**src/rtl/serial_half_subtractor.sv**
```systemverilog
// Bit-serial unsigned subtractor: diff = a - b, LSB first, one bit per clock,
// with a registered borrow and a start/busy/done handshake.
module serial_half_subtractor #(
  parameter int WIDTH = 8
) (
  input  logic             clk,
  input  logic             rst_n,
  input  logic             start,
  input  logic [WIDTH-1:0] a,
  input  logic [WIDTH-1:0] b,
  output logic             busy,
  output logic             done,
  output logic [WIDTH-1:0] diff,
  output logic             borrow
);

  // Handshake: start is a request honoured only in IDLE; a/b are captured on
  // that edge. busy is high for the WIDTH cycles of RUN; done is a one-cycle
  // pulse during which diff/borrow are valid, and they hold until the next start.

  localparam int CW = $clog2(WIDTH) + 1;

  typedef enum logic [1:0] {
    S_IDLE = 2'd0,
    S_RUN  = 2'd1,
    S_DONE = 2'd2
  } state_t;

  // Observable FSM state for checkers bound to this block.
  state_t           state;
  logic [WIDTH-1:0] a_sh;
  logic [WIDTH-1:0] b_sh;
  logic [WIDTH-1:0] res;
  logic             bw;
  logic [CW-1:0]    cnt;

  logic             d;
  logic             bw_next;
  logic [WIDTH-1:0] res_next;

  // Full-subtractor cell on the current LSBs and the stored borrow.
  always_comb begin
    d        = a_sh[0] ^ b_sh[0] ^ bw;
    bw_next  = (~a_sh[0] & b_sh[0]) | (~(a_sh[0] ^ b_sh[0]) & bw);
    res_next = {d, res[WIDTH-1:1]};
  end

  always_ff @(posedge clk or negedge rst_n) begin
    if (!rst_n) begin
      state  <= S_IDLE;
      a_sh   <= '0;
      b_sh   <= '0;
      res    <= '0;
      bw     <= 1'b0;
      cnt    <= '0;
      diff   <= '0;
      borrow <= 1'b0;
    end else begin
      case (state)
        S_IDLE: begin
          if (start) begin
            a_sh  <= a;
            b_sh  <= b;
            bw    <= 1'b0;
            cnt   <= '0;
            res   <= '0;
            state <= S_RUN;
          end
        end
        S_RUN: begin
          res  <= res_next;
          bw   <= bw_next;
          a_sh <= a_sh >> 1;
          b_sh <= b_sh >> 1;
          cnt  <= cnt + 1'b1;
          if (cnt == CW'(WIDTH - 1)) begin
            diff   <= res_next;
            borrow <= bw_next;
            state  <= S_DONE;
          end
        end
        S_DONE: begin
          state <= S_IDLE;
        end
        default: begin
          state <= S_IDLE;
        end
      endcase
    end
  end

  // Both flags are decoded straight from the state flop, so they never glitch
  // and can never be high together.
  assign busy = (state == S_RUN);
  assign done = (state == S_DONE);

endmodule
```
**config.mk**
```make
export PLATFORM = sky130hd
export DESIGN_NAME = serial_half_subtractor
export DESIGN_NICKNAME = d
export VERILOG_FILES = /design/src/rtl/serial_half_subtractor.sv
export SDC_FILE = /design/constraint.sdc
export NUM_CORES = 1
export LEC_CHECK = 0
export ABC_CLOCK_PERIOD_IN_PS = 1400
export CORE_ASPECT_RATIO = 1.75
export CORE_MARGIN = 4
export CORE_UTILIZATION = 46
export DETAILED_ROUTE_END_ITERATION = 16
export PLACE_DENSITY = 0.72
export SYNTH_ARGS = -nofsm -noshare
export SYNTH_HDL_FRONTEND = slang
export SYNTH_SLANG_ARGS = --single-unit
```
**constraint.sdc**
```tcl
create_clock -name clk -period 1.4 [get_ports clk]
set_input_delay 0.28 -clock clk [delete_from_list [all_inputs] [get_ports clk]]
set_output_delay 0.28 -clock clk [all_outputs]
set_load 0.02 [all_outputs]
```
==> impl_metrics.env, run 1 <==
export IMPL_status="finished with violations"
export IMPL_violations="setup timing"
export IMPL_rsz0062_at_grt="yes"
export IMPL_worstMarginPinSlew_ns=0.250
export IMPL_fin_setup_tns_ns=-0.634
export IMPL_grt_pass1_vias=1508
export IMPL_crit_arrival_ns=1.69
export IMPL_rows=29
export IMPL_final_common_cell="dfrtp_1"
export IMPL_critPathTopFamily="flip-flops"
export IMPL_cpPeakStageDelay_ns=0.36
export IMPL_cts_buffers=5
export IMPL_synth_edf_count=0
export IMPL_min_path_type="primary input to async pin"
export IMPL_die_y_um=89.0
export IMPL_grt_pass1_wl_mm=6.87
export IMPL_synth_async_reset_ratio_pct=100
export IMPL_synth_ff_type="dfrtp_1"
export IMPL_postRouteAntennaNets=0
export IMPL_yosysUniqueCellTypes=22
export IMPL_synth_xor_area_share_pct=0
export IMPL_n_antenna_cell=0
export IMPL_drive_above_1_share_pct=25.5
export IMPL_grt_max_degree=40
export IMPL_max_cap_violations=0
export IMPL_cts_tree="done"
export IMPL_layout_common_cells="dfrtp_1, clkdlybuf4s50_1, buf_4"
export IMPL_finalHoldViolCount=0
export IMPL_synth_top_family_by_area="compound AO/OA/AOI/OAI gates"
export IMPL_routedWlPerCell_um=16.9
export IMPL_cts_sinks=39
export IMPL_place_hpwl_mm=2.82
export IMPL_maxSlewViolCount=0
export IMPL_synth_compound_area_share_pct=20.6
export IMPL_cts_hold_buf=0
export IMPL_firstDrtPassIters=4
export IMPL_synthMuxAreaShare_pct=6.46
export IMPL_wl_mm=4.29
export IMPL_clk_latency_ns=0.30
export IMPL_drc=0
export IMPL_post_route_period_util_pct=108
export IMPL_start_kind="register"
export IMPL_period_minus_slack_ns=1.51
export IMPL_synth_seq_area_share_pct=56.6
export IMPL_io_buffers=29
export IMPL_io_pins=30
export IMPL_path_buf_inv=1
export IMPL_root_buffer="clkbuf_8"
export IMPL_p_total_w=0.00510
export IMPL_netlist_area_sq_um=1720
export IMPL_crit_start="cnt[0]$_DFFE_PN0P_"
export IMPL_worst_ep_required_time_ns=1.58
export IMPL_synth_fp_nets=175
export IMPL_final_util_pct=66.9
export IMPL_peakVddDrop_mv=1.69
export IMPL_synth_avg_cell_area_sq_um=11.2
export IMPL_h_tree_depth=2
export IMPL_ys_warn_count=0
export IMPL_maxSlewHeadroom_pct=83.3
export IMPL_cp_cell_sequence="ha_2 > nand2_4 > nor3_4 > clkbuf_16 > mux2_4"
export IMPL_clk_path_buf_depth=2
export IMPL_die_w_um=54.3
export IMPL_synthesis_instances=154
export IMPL_synth_simple_area_share_pct=11.3
export IMPL_synth_seq_cells=39
export IMPL_max_clock_freq_mhz=664
export IMPL_path_clk_slew_ns=0.08
export IMPL_track_usage_pct=20.2
export IMPL_vias=1408
export IMPL_synth_fa_ha_area_share_pct=1.89
export IMPL_overflow=0
export IMPL_coreArea_sq_um=3630
export IMPL_die_area_sq_um=4830
export IMPL_grt_antenna_before_repair=0
export IMPL_crit_path_end_kind="register"
export IMPL_nets=228
export IMPL_placed_area_sq_um=2200
export IMPL_syn2layout_area_growth_pct=41.0
export IMPL_power_density_nw_per_um2=2100
export IMPL_r2r_start="cnt[0]$_DFFE_PN0P_"
export IMPL_timing_final_ws_setup_ns=-0.106
export IMPL_fin_area_sq_um=2430
export IMPL_vias_per_cell=5.54
export IMPL_clock_skew_final_ns=0.00835
export IMPL_slowest_stage="dfrtp_1"
export IMPL_start_util_pct=47.5
export IMPL_drtIter0Drc=25
export IMPL_setup_viol=9
export IMPL_worstSetupPathType="register to register"
export IMPL_cp_max_fo=5
export IMPL_power_leakage_nw=1.11
export IMPL_gp_congestion=0.699
## worst paths after layout
check,slack [ns],to,cells past startpoint
max,-0.11,diff[2]$_DFFE_PN0P_,5
min,0.39,b_sh[5]$_DFFE_PN0P_,2
max reg2reg,-0.11,diff[2]$_DFFE_PN0P_,5
min reg2reg,0.49,b_sh[4]$_DFFE_PN0P_,2
max in group asynchronous,0.82,state[0]$_DFFE_PN0P_,2
min in group clk,0.49,b_sh[4]$_DFFE_PN0P_,2
## cell usage after synthesis (all sizes together) (2+ instances only)
cell,n,area (sq um)
o21ai,18,90.1
dfrtp,39,976
a22o,9,78.8
nor2b,15,93.8
nand2,8,30.0
a22oi,12,90.1
clkbuf,6,22.5
and3b,2,17.5
buf,3,15.0
nor2,2,7.51
nand3,3,15.0
mux2,9,101
inv,4,15.0
a21oi,16,80.1
## power breakdown
part	total, W	internal, W	switching, W
Combinational	0.00240	0.00126	0.00114
Sequential	0.00195	0.00160	0.000354
Clock	0.000747	0.000346	0.000401
## metal layers
metal | share of wire, % | GRT usage, % | vias up
met2 | 52 | 33.2 | 46
met5 | 0 | 0 | -
met3 | 4.7 | 5.51 | 8
met4 | 2.8 | 10.4 | 0
li1 | - | - | 656
met1 | 40 | 23.3 | 698
## cells by family after synthesis
logic type,count (synthesis)
AO/OA/AOI/OAI,57
flip-flops,39
AND/OR/NAND/NOR,33
buffers and inverters,13
multiplexers,10
adder cells (fa/ha/maj),2
## sequential cells by signal (all words and copies together) (netlist names)
register / cells
a_sh: 8
diff: 8
borrow: 1
state: 2
cnt: 4
res: 7
bw: 1
b_sh: 8
## per-stage QoR
stage / cells / hold slack (ns) / setup slack, ns
after global placement: 239 / 0.472 / -0.103
after floorplan: 154 / -0.0156 / -0.0279
after global routing: 254 / 0.415 / -0.152
after detailed placement: 239 / 0.475 / -0.152
final: 254 / 0.389 / -0.106
after CTS: 252 / 0.389 / -0.134
## layout make-up
type                            count  area, sq um
Fill cell                         279         1200
Sequential cell                    39          977
Multi-Input combinational cell    102          761
Timing Repair Buffer               55          529
Clock buffer                        5         68.8
Tap cell                           46         57.6
Clock inverter                      3         20.0
Inverter                            4         15.0
## timing repair
action,CTS,global route
buffers inserted,4,3
gates resized for setup,39,13
setup endpoints to repair,19,39
pin swaps,0,2
cloned,1,1
No activity file was read; power rests on OpenSTA's default activity.
==> inputs of run 2 (changes only) <==
--- a/config.mk
+++ b/config.mk
@@ -5,12 +5,12 @@
 export SDC_FILE = /design/constraint.sdc
 export NUM_CORES = 1
 export LEC_CHECK = 0
-export ABC_CLOCK_PERIOD_IN_PS = 1400
+export ABC_CLOCK_PERIOD_IN_PS = 1600
 export CORE_ASPECT_RATIO = 1.75
 export CORE_MARGIN = 4
-export CORE_UTILIZATION = 46
+export CORE_UTILIZATION = 51
 export DETAILED_ROUTE_END_ITERATION = 16
-export PLACE_DENSITY = 0.72
+export PLACE_DENSITY = 0.75
 export SYNTH_ARGS = -nofsm -noshare
 export SYNTH_HDL_FRONTEND = slang
 export SYNTH_SLANG_ARGS = --single-unit
==> constraint.sdc (replaced) <==
create_clock -name clk -period 1.6 [get_ports clk]
set_input_delay 0.32 -clock clk [delete_from_list [all_inputs] [get_ports clk]]
set_output_delay 0.32 -clock clk [all_outputs]
set_load 0.02 [all_outputs]
==> run 2 against run 1 <==
Effect of this change:
- the flow now finishes without violations
- register-to-register slack better by 0.17 ns
- first-iteration DRC count up 28%
- via count down 6.7%
- count of clock-buffer cells in the layout up 1
- setup slack better by 0.15 ns
- wire length down 13%
- clock skew up 0.0051 ns
- critical path type is now register to output pin
- sequential power down 13%
==> impl_metrics.env, run 2 (same netlist as run 1, synthesis figures left out) <==
export IMPL_path_buf_inv=1
export IMPL_p_sw_share_pct=36.4
export IMPL_power_leakage_nw=1.10
export IMPL_max_clock_freq_mhz=641
export IMPL_die_y_um=84.9
export IMPL_layout_common_cells="dfrtp_1, o21ai_0, clkdlybuf4s50_1"
export IMPL_syn2layout_area_growth_pct=31.2
export IMPL_use_met2_pct=30.8
export IMPL_routedWlPerCell_um=15.6
export IMPL_drc=0
export IMPL_r2r_start="state[1]$_DFFE_PN0P_"
export IMPL_internal_power_w=0.00263
export IMPL_final_common_cell="dfrtp_1"
export IMPL_rsz0062_at_grt="yes"
export IMPL_min_path_type="primary input to async pin"
export IMPL_track_usage_pct=19.8
export IMPL_final_util_pct=70.4
export IMPL_cp_max_fo=2
export IMPL_post_route_period_util_pct=97.5
export IMPL_coreArea_sq_um=3210
export IMPL_reg_largest_list="a_sh: 8 flops, b_sh: 8 flops, diff: 8 flops"
export IMPL_maxSlewHeadroom_pct=67.3
export IMPL_status="complete, no violations"
export IMPL_h_tree_depth=2
export IMPL_comb_power_share_pct=42.6
export IMPL_postRouteAntennaNets=0
export IMPL_grt_max_degree=40
export IMPL_drtIter0Drc=32
export IMPL_cts_tree="done"
export IMPL_place_hpwl_mm=2.65
export IMPL_root_buffer="clkbuf_8"
export IMPL_n_antenna_cell=0
export IMPL_use_met3_pct=5.62
export IMPL_reg2regPathDepth=5
export IMPL_cts_buffers=5
export IMPL_maxSlewViolCount=0
export IMPL_critPathTopFamily="buffers and inverters"
export IMPL_drive_above_1_share_pct=18.3
export IMPL_met1_usage_pct=25.0
export IMPL_power_density_nw_per_um2=1830
export IMPL_worstSetupPathType="register to output pin"
export IMPL_worstMarginPinSlew_ns=0.490
export IMPL_die_w_um=51.9
export IMPL_cpPeakStageDelay_ns=0.61
export IMPL_grt_pass1_wl_mm=6.62
export IMPL_cts_sinks=39
export IMPL_cts_hold_buf=0
export IMPL_clk_path_buf_depth=2
export IMPL_crit_end="diff[2]"
export IMPL_regToRegEndpoint="diff[1]$_DFFE_PN0P_"
export IMPL_crit_path_end_kind="output pin"
export IMPL_pwr_share_seq_pct=41.1
export IMPL_vias=1314
export IMPL_max_cap_violations=0
export IMPL_cp_depth=1
export IMPL_crit_arrival_ns=1.24
export IMPL_gp_congestion=0.757
export IMPL_busiest_layer="met2"
export IMPL_period_minus_slack_ns=1.56
export IMPL_finalHoldViolCount=0
export IMPL_grt_pass1_vias=1435
export IMPL_vias_per_cell=5.48
export IMPL_p_total_w=0.00413
export IMPL_rows=27
export IMPL_io_buffers=29
export IMPL_nets=218
export IMPL_start_util_pct=53.7
export IMPL_overflow=0
export IMPL_crit_start="diff[2]$_DFFE_PN0P_"
export IMPL_slowest_stage="clkdlybuf4s50_1"
export IMPL_path_clk_slew_ns=0.08
export IMPL_clk_latency_ns=0.30
export IMPL_ff2ff_setup_slack_ns=0.06
export IMPL_grt_antenna_before_repair=0
export IMPL_firstDrtPassIters=4
export IMPL_setup_viol=0
export IMPL_clkPwrFrac_pct=16.3
export IMPL_io_pins=30
export IMPL_start_kind="register"
export IMPL_clock_skew_final_ns=0.0135
export IMPL_worst_ep_required_time_ns=1.28
export IMPL_power_switching_w=0.00151
export IMPL_die_area_sq_um=4410
export IMPL_wl_mm=3.75
export IMPL_peakVddDrop_mv=1.36
export IMPL_cp_cell_sequence="clkdlybuf4s50_1"
==> run 2: metal layers <==
| metal | vias to the layer above | wire length, um |
|---|---|---|
| met5 | - | 0 |
| met4 | 0 | 86 |
| met3 | 8 | 187 |
| met2 | 31 | 1850 |
| met1 | 638 | 1620 |
| li1 | 637 | - |
==> run 2: worst min path at each step <==
stage / depth (start not counted) / from / slack, ns / end
after CTS: 2 / rst_n / 0.09 / a_sh[6]$_DFFE_PN0P_
final: 2 / rst_n / 0.06 / a_sh[7]$_DFFE_PN0P_
after detailed placement: 2 / rst_n / 0.40 / a_sh[6]$_DFFE_PN0P_
after floorplan: 0 / rst_n / 0.02 / a_sh[0]$_DFFE_PN0P_
after global routing: 2 / rst_n / 0.10 / a_sh[6]$_DFFE_PN0P_
after global placement: 2 / rst_n / 0.40 / a_sh[7]$_DFFE_PN0P_
==> run 2: layout make-up <==
| cell class | count | area (sq um) |
|---|---|---|
| multi-input cells | 102 | 694 |
| fillers | 253 | 950 |
| clock buffers | 6 | 82.6 |
| repair buffers | 45 | 433 |
| clock inverters | 1 | 5.00 |
| well taps | 43 | 53.8 |
| inverters | 4 | 15.0 |
| flip-flops and latches | 39 | 976 |
==> run 2: timing repair <==
item / CTS / global route
resized for setup: 3 / 10
buffers inserted: 0 / 2
endpoints found under the hold margin: 0 / 0
gates cloned: 0 / 0
endpoints found under the setup margin: 2 / 18
pin swaps: 0 / 1
==> run 2: power by group through the flow <==
stage | clock network (W) | registers (W) | logic (W)
2_1_floorplan | 0 | 0.00175 | 0.00100
3_3_place_gp | 0 | 0.00170 | 0.00172
3_5_place_dp | 0 | 0.00172 | 0.00177
4_1_cts | 0.000692 | 0.00171 | 0.00179
5_1_grt | 0.000729 | 0.00175 | 0.00195
6_report | 0.000674 | 0.00170 | 0.00176
==> run 2: per-stage QoR <==
stage / setup TNS, ns / worst slack [ns] / cell area, sq um / hold slack (ns) / cells
after floorplan: 0 / 0.143 / 1720 / 0.0244 / 154
after global placement: 0 / 0.0622 / 2140 / 0.398 / 231
after detailed placement: 0 / 0.0389 / 2140 / 0.405 / 231
after CTS: 0 / 0.000907 / 2230 / 0.0852 / 238
after global routing: -0.0211 / -0.0105 / 2260 / 0.100 / 240
final: 0 / 0.0403 / 2260 / 0.0607 / 240
